--- config.mk ---
export PLATFORM = sky130hd
export DESIGN_NAME = scene_compositor
export DESIGN_NICKNAME = d
export VERILOG_FILES = /design/src/rtl/scene_pkg.sv /design/src/rtl/palette_lut.sv /design/src/rtl/scene_compositor.sv
export SDC_FILE = /design/constraint.sdc
export NUM_CORES = 1
export LEC_CHECK = 0
export BUFFER_PORTS_ARGS = -buffer_cell sky130_fd_sc_hd__buf_2
export CORE_MARGIN = 2
export CORE_UTILIZATION = 45
export DETAILED_ROUTE_END_ITERATION = 12
export PLACE_DENSITY_LB_ADDON = 0.15
export SYNTH_ARGS = -nofsm -noshare
export SYNTH_HDL_FRONTEND = slang
export SYNTH_SLANG_ARGS = --single-unit
--- constraint.sdc ---
create_clock -name Clk -period 6.97 [get_ports Clk]
set_input_delay 0.3485 -clock Clk [delete_from_list [all_inputs] [get_ports Clk]]
set_output_delay 0.3485 -clock Clk [all_outputs]
set_load 0.02 [all_outputs]
--- src/rtl/scene_pkg.sv ---
// Shared dimensions, colour type and the fixed 32-entry palette for the scene compositor.
package scene_pkg;

   localparam int MAP_W        = 1024;
   localparam int MAP_H        = 1152;
   localparam int SCR_W        = 640;
   localparam int SCR_H        = 480;
   localparam int CHAR_W       = 19;
   localparam int CHAR_H       = 29;
   localparam int CHAR_FR      = 12;
   localparam int CHAR_X0      = 310;
   localparam int CHAR_Y0      = 226;
   localparam int CHAR_FR_SIZE = CHAR_W * CHAR_H;
   localparam int CAM_X_MAX    = MAP_W - SCR_W;
   localparam int CAM_Y_MAX    = MAP_H - SCR_H;

   typedef struct packed {
      logic [7:0] r;
      logic [7:0] g;
      logic [7:0] b;
   } rgb_t;

   localparam logic [4:0] TRANSPARENT_IDX = 5'd0;
   localparam rgb_t       GRID_COLOR      = 24'hFF00FF;

   // Entry i is {8*i, 255-8*i, 8*i+5}.
   localparam rgb_t PALETTE [32] = '{
      24'h00FF05, 24'h08F70D, 24'h10EF15, 24'h18E71D,
      24'h20DF25, 24'h28D72D, 24'h30CF35, 24'h38C73D,
      24'h40BF45, 24'h48B74D, 24'h50AF55, 24'h58A75D,
      24'h609F65, 24'h68976D, 24'h708F75, 24'h78877D,
      24'h807F85, 24'h88778D, 24'h906F95, 24'h98679D,
      24'hA05FA5, 24'hA857AD, 24'hB04FB5, 24'hB847BD,
      24'hC03FC5, 24'hC837CD, 24'hD02FD5, 24'hD827DD,
      24'hE01FE5, 24'hE817ED, 24'hF00FF5, 24'hF807FD
   };

endpackage

--- src/rtl/palette_lut.sv ---
// Registered palette lookup forming the last pipeline stage; blanked pixels come out black.
module palette_lut
   import scene_pkg::*;
(
   input  logic       clk,
   input  logic       reset,
   input  logic [4:0] idx,
   input  logic       visible,
   input  logic       grid,
   output rgb_t       rgb
);

   always_ff @(posedge clk) begin
      if (reset || !visible)
         rgb <= '0;
      else if (grid)
         rgb <= GRID_COLOR;
      else
         rgb <= PALETTE[idx];
   end

endmodule

--- src/rtl/scene_compositor.sv ---
// Map/character pixel compositor with 3-cycle latency from DrawX/DrawY/blank to RGB.
// Optional DEBUG_GRID_EN overlays magenta lines every 16 map pixels beneath the character.
module scene_compositor
   import scene_pkg::*;
(
   input  logic        Clk,
   input  logic        Reset,
   input  logic [9:0]  DrawX,
   input  logic [9:0]  DrawY,
   input  logic        blank,
   input  logic        frame_start,
   input  logic [10:0] cam_x,
   input  logic [10:0] cam_y,
   input  logic [3:0]  char_frame,
   output logic [20:0] map_read_address,
   output logic [12:0] char_read_address,
   input  logic [4:0]  map_data,
   input  logic [4:0]  char_data,
   output logic [7:0]  Red,
   output logic [7:0]  Green,
   output logic [7:0]  Blue,
   output logic        blank_out
);

   logic [10:0] cam_x_q, cam_y_q;
   logic [3:0]  frame_q;
   logic [10:0] map_x, map_y;
   logic [9:0]  dx, dy;
   logic        in_char;
   logic        blank_d1, blank_d2;
   logic        in_char_d1, in_char_d2;
   logic        char_opaque;
   logic [4:0]  idx;
   logic        grid;
   rgb_t        rgb;

   // Camera and frame only change at frame boundaries so a frame never tears.
   always_ff @(posedge Clk) begin
      if (Reset) begin
         cam_x_q <= '0;
         cam_y_q <= '0;
         frame_q <= '0;
      end else if (frame_start) begin
         cam_x_q <= (cam_x > 11'(CAM_X_MAX)) ? 11'(CAM_X_MAX) : cam_x;
         cam_y_q <= (cam_y > 11'(CAM_Y_MAX)) ? 11'(CAM_Y_MAX) : cam_y;
         frame_q <= (char_frame >= 4'(CHAR_FR)) ? 4'd0 : char_frame;
      end
   end

   assign map_x   = 11'(DrawX) + cam_x_q;
   assign map_y   = 11'(DrawY) + cam_y_q;
   assign dx      = DrawX - 10'(CHAR_X0);
   assign dy      = DrawY - 10'(CHAR_Y0);
   assign in_char = (DrawX >= 10'(CHAR_X0)) && (DrawX < 10'(CHAR_X0 + CHAR_W)) &&
                    (DrawY >= 10'(CHAR_Y0)) && (DrawY < 10'(CHAR_Y0 + CHAR_H));

   // Cleared blank/in_char delays act as the pipeline valid bits after reset.
   always_ff @(posedge Clk) begin
      if (Reset) begin
         map_read_address  <= '0;
         char_read_address <= '0;
         blank_d1          <= 1'b0;
         blank_d2          <= 1'b0;
         in_char_d1        <= 1'b0;
         in_char_d2        <= 1'b0;
         blank_out         <= 1'b0;
      end else begin
         map_read_address  <= 21'(map_y) * 21'(MAP_W) + 21'(map_x);
         char_read_address <= in_char ? (13'(frame_q) * 13'(CHAR_FR_SIZE) +
                                         13'(dy) * 13'(CHAR_W) + 13'(dx)) : '0;
         blank_d1          <= blank;
         blank_d2          <= blank_d1;
         in_char_d1        <= in_char;
         in_char_d2        <= in_char_d1;
         blank_out         <= blank_d2;
      end
   end

   assign char_opaque = in_char_d2 && (char_data != TRANSPARENT_IDX);
   assign idx         = char_opaque ? char_data : map_data;

`ifdef DEBUG_GRID_EN
   logic grid_d1, grid_d2;

   always_ff @(posedge Clk) begin
      if (Reset) begin
         grid_d1 <= 1'b0;
         grid_d2 <= 1'b0;
      end else begin
         grid_d1 <= (map_x[3:0] == 4'd0) || (map_y[3:0] == 4'd0);
         grid_d2 <= grid_d1;
      end
   end

   assign grid = grid_d2 && !char_opaque;
`else
   assign grid = 1'b0;
`endif

   palette_lut u_palette (
      .clk     (Clk),
      .reset   (Reset),
      .idx     (idx),
      .visible (blank_d2),
      .grid    (grid),
      .rgb     (rgb)
   );

   assign Red   = rgb.r;
   assign Green = rgb.g;
   assign Blue  = rgb.b;

endmodule

==> impl_results.md <==
* Max-capacitance violation count at 0
* # Post-CTS Setup Buffers at 0
* Min Clock Period, post-route at 5310 ps
* Wire per inst at 14.3 µm
* I/O Pins at 119
* Half-perimeter wire length of the detailed placement result at 9.94 mm
* Post-synthesis cell type with the largest combined area: dfxtp_1
* Power share of the sequential group at 24.3%
* Die Wd at 114 µm
* Post-synthesis sequential element count at 76
* Net load switching power at 743 µW
* Die footprint at 13000 µm²
* GP Congestion at 0.923
* Post-cts repair resize count at 0
* Via count of the first global-routing pass at 4180
* Combined area of the multi-input logic cells at 3510 µm²
* Final-report hold violation count at 0
* Die Y-Extent at 114 µm
* Post-synthesis cell count at 588
* Buffer depth of the longest clock path at 2
* Final wirelength at 12.1 mm
* Sink count of the clock tree at 76
* Total of buffers placed on input and output ports at 114
* Most common cell in the netlist: inv_1
* Final cell utilization of the core at 53.6%
* Final antenna-violating net count at 0
* Hold-fix buffers at CTS at 0
* Worst setup EP type: flop
* Power density over the cells at 296 nW/µm²
* Critical path data arrival time at 5530 ps
* Clk Latency, worst-skew pair at 340 ps
* Share of post-route cells with drive strength above 1 at 20.7%
* Result of the run: finished, final reports clean
* Category of the worst setup path launch point: primary input
* Final Skew at 5.66 ps
* Mean Syn Cell Area at 9.26 µm²
* Synth unique cells at 59
* Clock tree root driver cell: clkbuf_16
* Synth Cell Area at 5440 µm²
* Starting density of the core at 45.7%
* Clock transition at the registers of the reported paths at 60 ps
* Total number of nets in the final design at 855
* Standard-cell row count at 40
* Layout Area Growth over Synthesis at 17.3%
* Initial antenna violation count at 0
* Critical setup path kind: primary input to flop
* Internal power summed over all cells at 1.15 mW
* Critical path peak fanout at 7
* Count of vias placed by the detailed router at 4364
* Maximum clock rate at 188 MHz
* ANT cells at 0
* Final TNS setup at 0 ps
* Largest net degree at the start of global routing at 41
* VDD IR-drop max at 161 µV
* Unrepaired setup endpoints after global routing: no
* Commonest cells post-synth: inv_1, dfxtp_1, ha_1
* Post-synth top area share at 28.0%
* Final worst-path cycle share at 76.2%
* Comb pwr share at 50.3%
* Iter 0 DRT Violations at 165
* First-pass GRT wire length at 19.6 mm
* Cells taking the most area after synthesis: dfxtp_1, ha_1, fa_1, inv_1, xnor2_1
* Worst slew pin tran at 1110 ps
* Relative contribution of the clock network to total power at 25.4%
* Async set or reset register ratio after synthesis at 0%
* Max_slew headroom at 25.5%
* Grt total ovfl at 0
* Yosys warnings at 0
* Core area at 11900 µm²
* Required time of the critical path at 7190 ps
* Global Route Usage Sum at 19.3%
* Count of flip-flops with a built-in enable after synthesis at 0
* Fill cell total of the finished layout at 1127
* Sequential area share after synthesis at 28.0%
* Class of the most critical hold timing path: primary input to flop
* Number of buffers created by CTS at 9
* Leading register cell type out of synthesis: dfxtp_1
* Net Sw Frac at 39.3%
* Setup violators final at 0
* CTS tree: done
* Residual DRC count at 0
* First-pass iteration count of the detailed router at 4
* Total area of sequential cells at 1520 µm²
* Final Slew Violations at 0
* Lkg Pwr at 3.23 nW
* Clock H-tree levels at 3
* Ratio of routed vias to standard cells at 5.15
[registers in the layout (all words and copies together), names as in the netlist]
| signal | flops |
|---|---|
| map_read_address | 21 |
| u_palette.rgb | 11 |
| char_read_address | 13 |
| blank_out | 1 |
| in_char_d2 | 1 |
| blank_d2 | 1 |
| cam_x_q | 11 |
| blank_d1 | 1 |
| cam_y_q | 11 |
| in_char_d1 | 1 |
| frame_q | 4 |
[power groups by stage]
stage | clock network (mW) | logic, mW | registers [mW]
after global routing | 0.510 | 1.09 | 0.462
after global placement | 0 | 0.934 | 0.470
after CTS | 0.492 | 0.957 | 0.461
after floorplan | 0 | 0.742 | 0.485
after detailed placement | 0 | 0.947 | 0.471
final | 0.480 | 0.951 | 0.461
[worst max-delay path, cell delays in order]
cell and delay [ps]:
buf_2 150, inv_1 140, ha_1 190, nor3b_1 430, nor2_1 120, xor2_1 300, fa_1 510, xor2_1 200
fa_1 560, inv_1 50, fa_1 530, inv_1 50, fa_1 540, inv_1 50, ha_1 340, and4_1 230
nand2_1 70, o21ai_0 90, a31oi_1 290, a21oi_1 130, xnor2_1 160, nor2_1 50
[metal layers]
| layer | track usage, % | vias to the layer above | wire length, µm |
|---|---|---|---|
| met4 | 7.64 | 0 | 233 |
| met3 | 3.56 | 17 | 769 |
| met5 | 0 | - | 0 |
| met1 | 26.3 | 2024 | 5600 |
| met2 | 30.5 | 128 | 5520 |
| li1 | - | 2195 | - |
[metrics by stage]
stage               cell area, µm²  cells  power, mW  setup slack [ps]  hold WS, ps
floorplan                     5450    591       1.23              1980          414
global placement              6080    831       1.40              1550          421
detailed placement            6080    831       1.42              1300          433
CTS                           6380    847       1.91              1640          216
global route                  6380    847       2.06              1340          227
finish                        6380    847       1.89              1660          227
[cells in the final DEF, fill, tap and decap left out, types with 6 or more instances in the layout]
cell type and count:
a21oi_1 28, xor2_1 22, clkbuf_16 9, xnor2_1 24, nand2b_1 9, inv_1 78
a22o_1 13, o21ai_0 7, and2_1 9, nor3_1 22, buf_2 114, nor2_1 50
nor2b_1 13, ha_1 68, nand3_1 7, dfxtp_1 76, nand2_1 18, o21a_1 6
a21o_1 12, a211oi_1 6, fa_1 32
[logic make-up (layout without fill, tap and decap cells)]
logic type / after synthesis / in the layout / share of synthesized area [%]
adder cells (fa/ha/maj): 100 / 100 / 27.4
AND/OR/NAND/NOR: 160 / 160 / 15.6
buffers and inverters: 99 / 208 / 7.72
other: 1 / 4 / 0.0689
AO/OA/AOI/OAI: 101 / 101 / 12.9
XOR/XNOR: 46 / 46 / 7.40
flip-flops: 76 / 76 / 28.0
multiplexers: 5 / 5 / 0.920
[cell type report]
cell class	instances	area share, %
multi-input combinational	416	55.0
clock inverter	6	1.14
timing repair buffer	114	8.94
inverter	78	4.59
sequential	76	23.8
tap	147	2.88
clock buffer	10	3.59
[worst paths after layout]
kind	cells after the start	endpoint	slack, ps	startpoint
worst min register to register	1	blank_d2	440	blank_d1
worst max register to register	17	char_read_address[11]	2220	frame_q[0]
worst min-delay path	2	blank_d1	230	blank
worst max-delay path	22	char_read_address[12]	1660	DrawY[1]
Power figures use the tool's default switching activity.
